===== src/rtl/sha256_block_padder_if.sv =====
// Word-in / block-out stream bundle for the SHA-256 padder.
// The master side feeds words and consumes blocks; the slave side is the padder.
interface sha256_block_padder_if;
  logic         in_valid;
  logic         in_ready;
  logic [31:0]  in_data;
  logic         in_last;
  logic         blk_valid;
  logic         blk_ready;
  logic [511:0] blk_data;
  logic         blk_last;
  logic [7:0]   blk_index;

  modport master (
    output in_valid, in_data, in_last, blk_ready,
    input  in_ready, blk_valid, blk_data, blk_last, blk_index
  );

  modport slave (
    input  in_valid, in_data, in_last, blk_ready,
    output in_ready, blk_valid, blk_data, blk_last, blk_index
  );
endinterface


===== src/rtl/sha256_block_padder.sv =====
// SHA-256 message padder: packs 32-bit words into 512-bit blocks and appends
// the 0x80000000 marker, zero fill and 64-bit big-endian bit length.
//
// state | meaning
// FILL  | accepting message words into the block buffer
// PAD   | one cycle: write marker / zeros / length after the last word
// EMIT  | block presented downstream, waiting for blk_ready
// EXTRA | one cycle: build the trailing length-only block
module sha256_block_padder #(
  parameter int CNT_W = 32
) (
  input  logic clk,
  input  logic reset,
  sha256_block_padder_if.slave bus
);

  localparam int LEN_PAD_W = 64 - CNT_W - 5;

  typedef enum logic [1:0] {
    FILL  = 2'd0,
    PAD   = 2'd1,
    EMIT  = 2'd2,
    EXTRA = 2'd3
  } state_t;

  state_t             state;
  state_t             state_nxt;
  logic [31:0]        blk_buf [16];
  logic [3:0]         idx;
  logic [CNT_W-1:0]   cnt;
  logic [7:0]         blk_idx;
  logic               last_q;
  logic               extra_q;
  logic               marker_q;
  logic [63:0]        bit_len;
  logic               in_fire;
  logic               blk_fire;

  assign bit_len  = {{LEN_PAD_W{1'b0}}, cnt, 5'b0};
  assign in_fire  = bus.in_valid && bus.in_ready;
  assign blk_fire = bus.blk_valid && bus.blk_ready;

  assign bus.in_ready  = (state == FILL);
  assign bus.blk_valid = (state == EMIT);
  assign bus.blk_last  = last_q && (state == EMIT);
  assign bus.blk_index = blk_idx;

  for (genvar k = 0; k < 16; k++) begin : g_blk_data
    assign bus.blk_data[511-32*k -: 32] = blk_buf[k];
  end

  always_ff @(posedge clk) begin
    if (reset) begin
      state <= FILL;
    end else begin
      state <= state_nxt;
    end
  end

  always_comb begin
    state_nxt = state;
    case (state)
      FILL: begin
        if (in_fire) begin
          if (bus.in_last) begin
            state_nxt = PAD;
          end else if (idx == 4'd15) begin
            state_nxt = EMIT;
          end
        end
      end
      PAD: begin
        state_nxt = EMIT;
      end
      EMIT: begin
        if (blk_fire) begin
          state_nxt = extra_q ? EXTRA : FILL;
        end
      end
      EXTRA: begin
        state_nxt = EMIT;
      end
      default: begin
        state_nxt = FILL;
      end
    endcase
  end

  // After in_last, idx is left pointing at the final word (j) so PAD can place
  // the marker relative to it; it is cleared once the message's last block goes.
  always_ff @(posedge clk) begin
    if (reset) begin
      for (int i = 0; i < 16; i++) begin
        blk_buf[i] <= 32'h0;
      end
      idx      <= 4'd0;
      cnt      <= '0;
      blk_idx  <= 8'd0;
      last_q   <= 1'b0;
      extra_q  <= 1'b0;
      marker_q <= 1'b0;
    end else begin
      case (state)
        FILL: begin
          if (in_fire) begin
            blk_buf[idx] <= bus.in_data;
            cnt          <= cnt + 1'b1;
            last_q       <= 1'b0;
            if (!bus.in_last) begin
              idx <= idx + 4'd1;
            end
          end
        end
        PAD: begin
          for (int i = 0; i < 16; i++) begin
            if (i == int'(idx) + 1) begin
              blk_buf[i] <= 32'h8000_0000;
            end else if (i > int'(idx) + 1) begin
              if (idx <= 4'd12 && i == 14) begin
                blk_buf[i] <= bit_len[63:32];
              end else if (idx <= 4'd12 && i == 15) begin
                blk_buf[i] <= bit_len[31:0];
              end else begin
                blk_buf[i] <= 32'h0;
              end
            end
          end
          last_q   <= (idx <= 4'd12);
          extra_q  <= (idx > 4'd12);
          marker_q <= (idx == 4'd15);
        end
        EMIT: begin
          if (blk_fire) begin
            blk_idx <= blk_idx + 8'd1;
            if (!extra_q && last_q) begin
              idx     <= 4'd0;
              cnt     <= '0;
              blk_idx <= 8'd0;
            end
          end
        end
        EXTRA: begin
          for (int i = 0; i < 14; i++) begin
            blk_buf[i] <= 32'h0;
          end
          if (marker_q) begin
            blk_buf[0] <= 32'h8000_0000;
          end
          blk_buf[14] <= bit_len[63:32];
          blk_buf[15] <= bit_len[31:0];
          extra_q     <= 1'b0;
          marker_q    <= 1'b0;
          last_q      <= 1'b1;
        end
        default: begin
          idx <= 4'd0;
        end
      endcase
    end
  end

endmodule


===== src/flat_wrapper.sv =====
// flat-port wrapper written by rule: the top's interface ports become plain ports
module sha256_block_padder_flat 
#(
  parameter int CNT_W = 32
)
  (clk, reset, bus_in_valid, bus_in_data, bus_in_last, bus_blk_ready, bus_in_ready, bus_blk_valid, bus_blk_data, bus_blk_last, bus_blk_index);
  sha256_block_padder_if bus_i ();
  input  logic clk;
  input  logic reset;
  input wire logic [$bits(bus_i.in_valid)-1:0] bus_in_valid;
  input wire logic [$bits(bus_i.in_data)-1:0] bus_in_data;
  input wire logic [$bits(bus_i.in_last)-1:0] bus_in_last;
  input wire logic [$bits(bus_i.blk_ready)-1:0] bus_blk_ready;
  output wire logic [$bits(bus_i.in_ready)-1:0] bus_in_ready;
  output wire logic [$bits(bus_i.blk_valid)-1:0] bus_blk_valid;
  output wire logic [$bits(bus_i.blk_data)-1:0] bus_blk_data;
  output wire logic [$bits(bus_i.blk_last)-1:0] bus_blk_last;
  output wire logic [$bits(bus_i.blk_index)-1:0] bus_blk_index;
  assign bus_i.in_valid = bus_in_valid;
  assign bus_i.in_data = bus_in_data;
  assign bus_i.in_last = bus_in_last;
  assign bus_i.blk_ready = bus_blk_ready;
  assign bus_in_ready = bus_i.in_ready;
  assign bus_blk_valid = bus_i.blk_valid;
  assign bus_blk_data = bus_i.blk_data;
  assign bus_blk_last = bus_i.blk_last;
  assign bus_blk_index = bus_i.blk_index;
  sha256_block_padder #(.CNT_W(CNT_W)) u_core (.clk(clk), .reset(reset), .bus(bus_i));
endmodule

===== config.mk =====
export PLATFORM = sky130hd
export DESIGN_NAME = sha256_block_padder_flat
export DESIGN_NICKNAME = d
export VERILOG_FILES = /design/src/rtl/sha256_block_padder_if.sv /design/src/rtl/sha256_block_padder.sv /design/src/flat_wrapper.sv
export SDC_FILE = /design/constraint.sdc
export NUM_CORES = 1
export LEC_CHECK = 0
export BUFFER_PORTS_ARGS = -buffer_cell sky130_fd_sc_hd__buf_4
export CORE_UTILIZATION = 49
export DETAILED_ROUTE_END_ITERATION = 8
export PLACE_DENSITY_LB_ADDON = 0.15
export SYNTH_ARGS = -nofsm -noshare
export SYNTH_HDL_FRONTEND = slang
export SYNTH_SLANG_ARGS = --single-unit

===== constraint.sdc =====
create_clock -name clk -period 6.1 [get_ports clk]
set_input_delay 0.915 -clock clk [delete_from_list [all_inputs] [get_ports clk]]
set_output_delay 0.915 -clock clk [all_outputs]
set_load 0.01 [all_outputs]

==> metrics.txt <==
largest net degree at the start of global routing=40; core area=0.04461 mm²; Routed WL per cell=27.56 µm; number of synthesized flops with an enable pin=512; Synth Register Bits=561; total negative slack=0 ns; Rel. slew slack=13.30%; Clk pwr share=38.7%; slowest cell on the critical path=nand2_1; Routed Antenna Nets=0; Final Max Tran Viols=0; Initial Util=50.20%; critical path peak fanout=33; CTS Root Cell=clkbuf_16; CP Capture Type=flip-flop; Min-Delay Path Class=reg -> reg; H-tree lvl count=2; first-pass GRT wire length=105.3 mm; Int Pwr=6.472 mW; Detailed Route Iter0 Violations=1773; initial antenna violation count=7; max-cap viol count=0; Die Wd=215.8 µm; Worst-path clk slew=0.06 ns; Slew @ Worst Pin=1.297 ns; die height=215.8 µm; vias per cell=5.541; minimum clock period=4.046 ns; power per cell area=293.3 mW/mm²; Max stage delay on crit path=0.99 ns; status=finished clean; RSZ-0062 raised after global routing=false; Core Util, Final=64.67%; Reg power frac=52.8%; die area=0.04656 mm²; share of total power in combinational logic=8.5%; Yosys top cell by area=edfxtp_1; Worst Path Buf+Inv=1; cell family with the largest share of critical-path delay=simple AND/OR/NAND/NOR gates; Core Rows=77; clk_lat worst skew=0.60 ns; # DRC=0; final hold vios=0; Syn Nets=1624; drt pass-1 iters=6; maximum vdd ir drop=209.0 µV; CTS tree=built; Placed Instances=2638; number of hold buffers added after CTS=0; GRT overflow=0; Commonest cells post-synth=512 x edfxtp_1, 469 x and2_1, 97 x clkbuf_1; Post-Route WL=75.54 mm; Yosys Warn Count=0; cell area after synthesis=0.02239 mm²; f_max=247.1 MHz; most frequent cell after synthesis=edfxtp_1; CP required=6.42 ns; GRT Resource Usage Total=31.97%; crit path kind=reg -> reg; area grow syn2layout=28.83%; Syn Inst Count=1579; Seq/Total Area, Yosys=73.04%; clock buffer depth=3; Worst EP arrival=4.36 ns; nets@finish=2149; most used cell, CP=nand2_1; share of cells above drive strength 1=32.42%; Top Ports=560; Setup Skew=0.01525 ns; Startpoint Class=flip-flop; P_sw=1.988 mW; CTS Buf Count=56; clk sinks=561; Post-Layout Cell Count=2741; switching power share of the total=23.50%; gpl congestion=0.9030; post-CTS sizing=0; Distinct cells, synth=63; Yosys top cell area share=68.66%; Final Cycle Share=66.33%; hpwl dp=50.98 mm; critical path, cell by cell=nor4b_4, nand2_1, nor2_2, a211oi_1, nand2_1, buf_4; Setup violations, final=0; post-CTS setup buffers=0; Async S/R FF share, synth=0%; FILL cells=3327; number of global-route vias before repair=14.21k; total power=8.460 mW; Pleak=11.68 nW; Syn Area/Cell=14.18 µm²; number of I/O port buffers=559; synth top area cells=edfxtp_1 69%, and2_1 13%, dfxtp_1 4.4%; predominant post-synthesis flop cell=edfxtp_1; vias=15.19k
## cell usage in the layout (no fill, tap or decap), types with 14 or more instances in the layout
| cell type | synthesis | layout |
|---|---|---|
| a21oi_1 | 25 | 25 |
| clkbuf_16 | 0 | 57 |
| dfxtp_1 | 49 | 49 |
| edfxtp_1 | 512 | 512 |
| nor2_1 | 73 | 62 |
| a22o_1 | 14 | 14 |
| xor2_1 | 25 | 25 |
| a22oi_1 | 27 | 27 |
| and2_1 | 469 | 469 |
| o21ai_0 | 35 | 34 |
| clkbuf_1 | 97 | 14 |
| buf_4 | 0 | 576 |
| nand2_1 | 76 | 68 |
| nand4_1 | 18 | 18 |
## layer usage
metal	vias up	GRT usage, %	share of wire (%)
li1	6609	-	-
met1	7645	41.99	38
met2	816	54.24	50
met3	118	6.047	8.5
met4	0	8.983	2.6
met5	-	0	0
## power groups by stage
stage               combinational [mW]  sequential (mW)  clock [mW]
global placement                 0.718             4.54           0
global route                     0.745             4.48        3.43
finish                           0.719             4.47        3.28
CTS                              0.726             4.46        3.29
detailed placement               0.725             4.54           0
floorplan                        0.156             4.61           0
## tightest hold or removal path, stage by stage (launching register included)
cell and delay, ns:
dfxtp_1 0.32, nand2b_1 0.07, a21oi_1 0.06
## through the flow
stage,hold WS [ns],setup WS (ns),area [µm²]
final,0.4908,2.054,28850
after detailed placement,0.4779,1.657,27140
after global routing,0.5202,1.724,28840
after CTS,0.4884,2.047,28840
after global placement,0.4653,1.762,27140
after floorplan,0.4458,1.868,22390
## path summary, 6_finish.rpt
| check | startpoint | endpoint | slack, ns | cells past startpoint |
|---|---|---|---|---|
| setup / recovery | u_core.state[0]$_SDFFE_PP0P_ | u_core.blk_buf[10][22]$_SDFFCE_PN0P_ | 2.05 | 6 |
| setup reg to reg | u_core.state[0]$_SDFFE_PP0P_ | u_core.blk_buf[10][22]$_SDFFCE_PN0P_ | 2.05 | 6 |
| hold reg to reg | u_core.marker_q$_SDFFE_PP0P_ | u_core.marker_q$_SDFFE_PP0P_ | 0.49 | 2 |
| hold / removal | u_core.marker_q$_SDFFE_PP0P_ | u_core.marker_q$_SDFFE_PP0P_ | 0.49 | 2 |
## registers in the layout (all words and copies together) (netlist names)
name and count:
u_core.blk_buf 512, u_core.last_q 1, u_core.cnt 32, u_core.extra_q 1, u_core.bus.blk_index 8, u_core.marker_q 1, u_core.idx 4, u_core.state 2
## cells by family after synthesis
kind of cell | after synthesis | synth area share (%)
adder cells (fa/ha/maj) | 8 | 0.4470
XOR/XNOR | 32 | 1.252
AO/OA/AOI/OAI | 137 | 4.213
flip-flops | 561 | 73.04
AND/OR/NAND/NOR | 721 | 18.92
multiplexers | 1 | 0.05028
buffers and inverters | 119 | 2.073
## cell type report
cell class / count / area (µm²) / share of cell area (%)
Sequential cell: 561 / 16360 / 56.70
Multi-Input combinational cell: 899 / 5683 / 19.70
Timing Repair Buffer: 576 / 4324 / 14.99
Clock buffer: 75 / 1534 / 5.317
Tap cell: 592 / 740.7 / 2.568
Clock inverter: 26 / 167.7 / 0.5812
Inverter: 10 / 37.54 / 0.1301
Antenna cell: 2 / 5.005 / 0.01735
No activity file was read; power rests on OpenSTA's default activity.
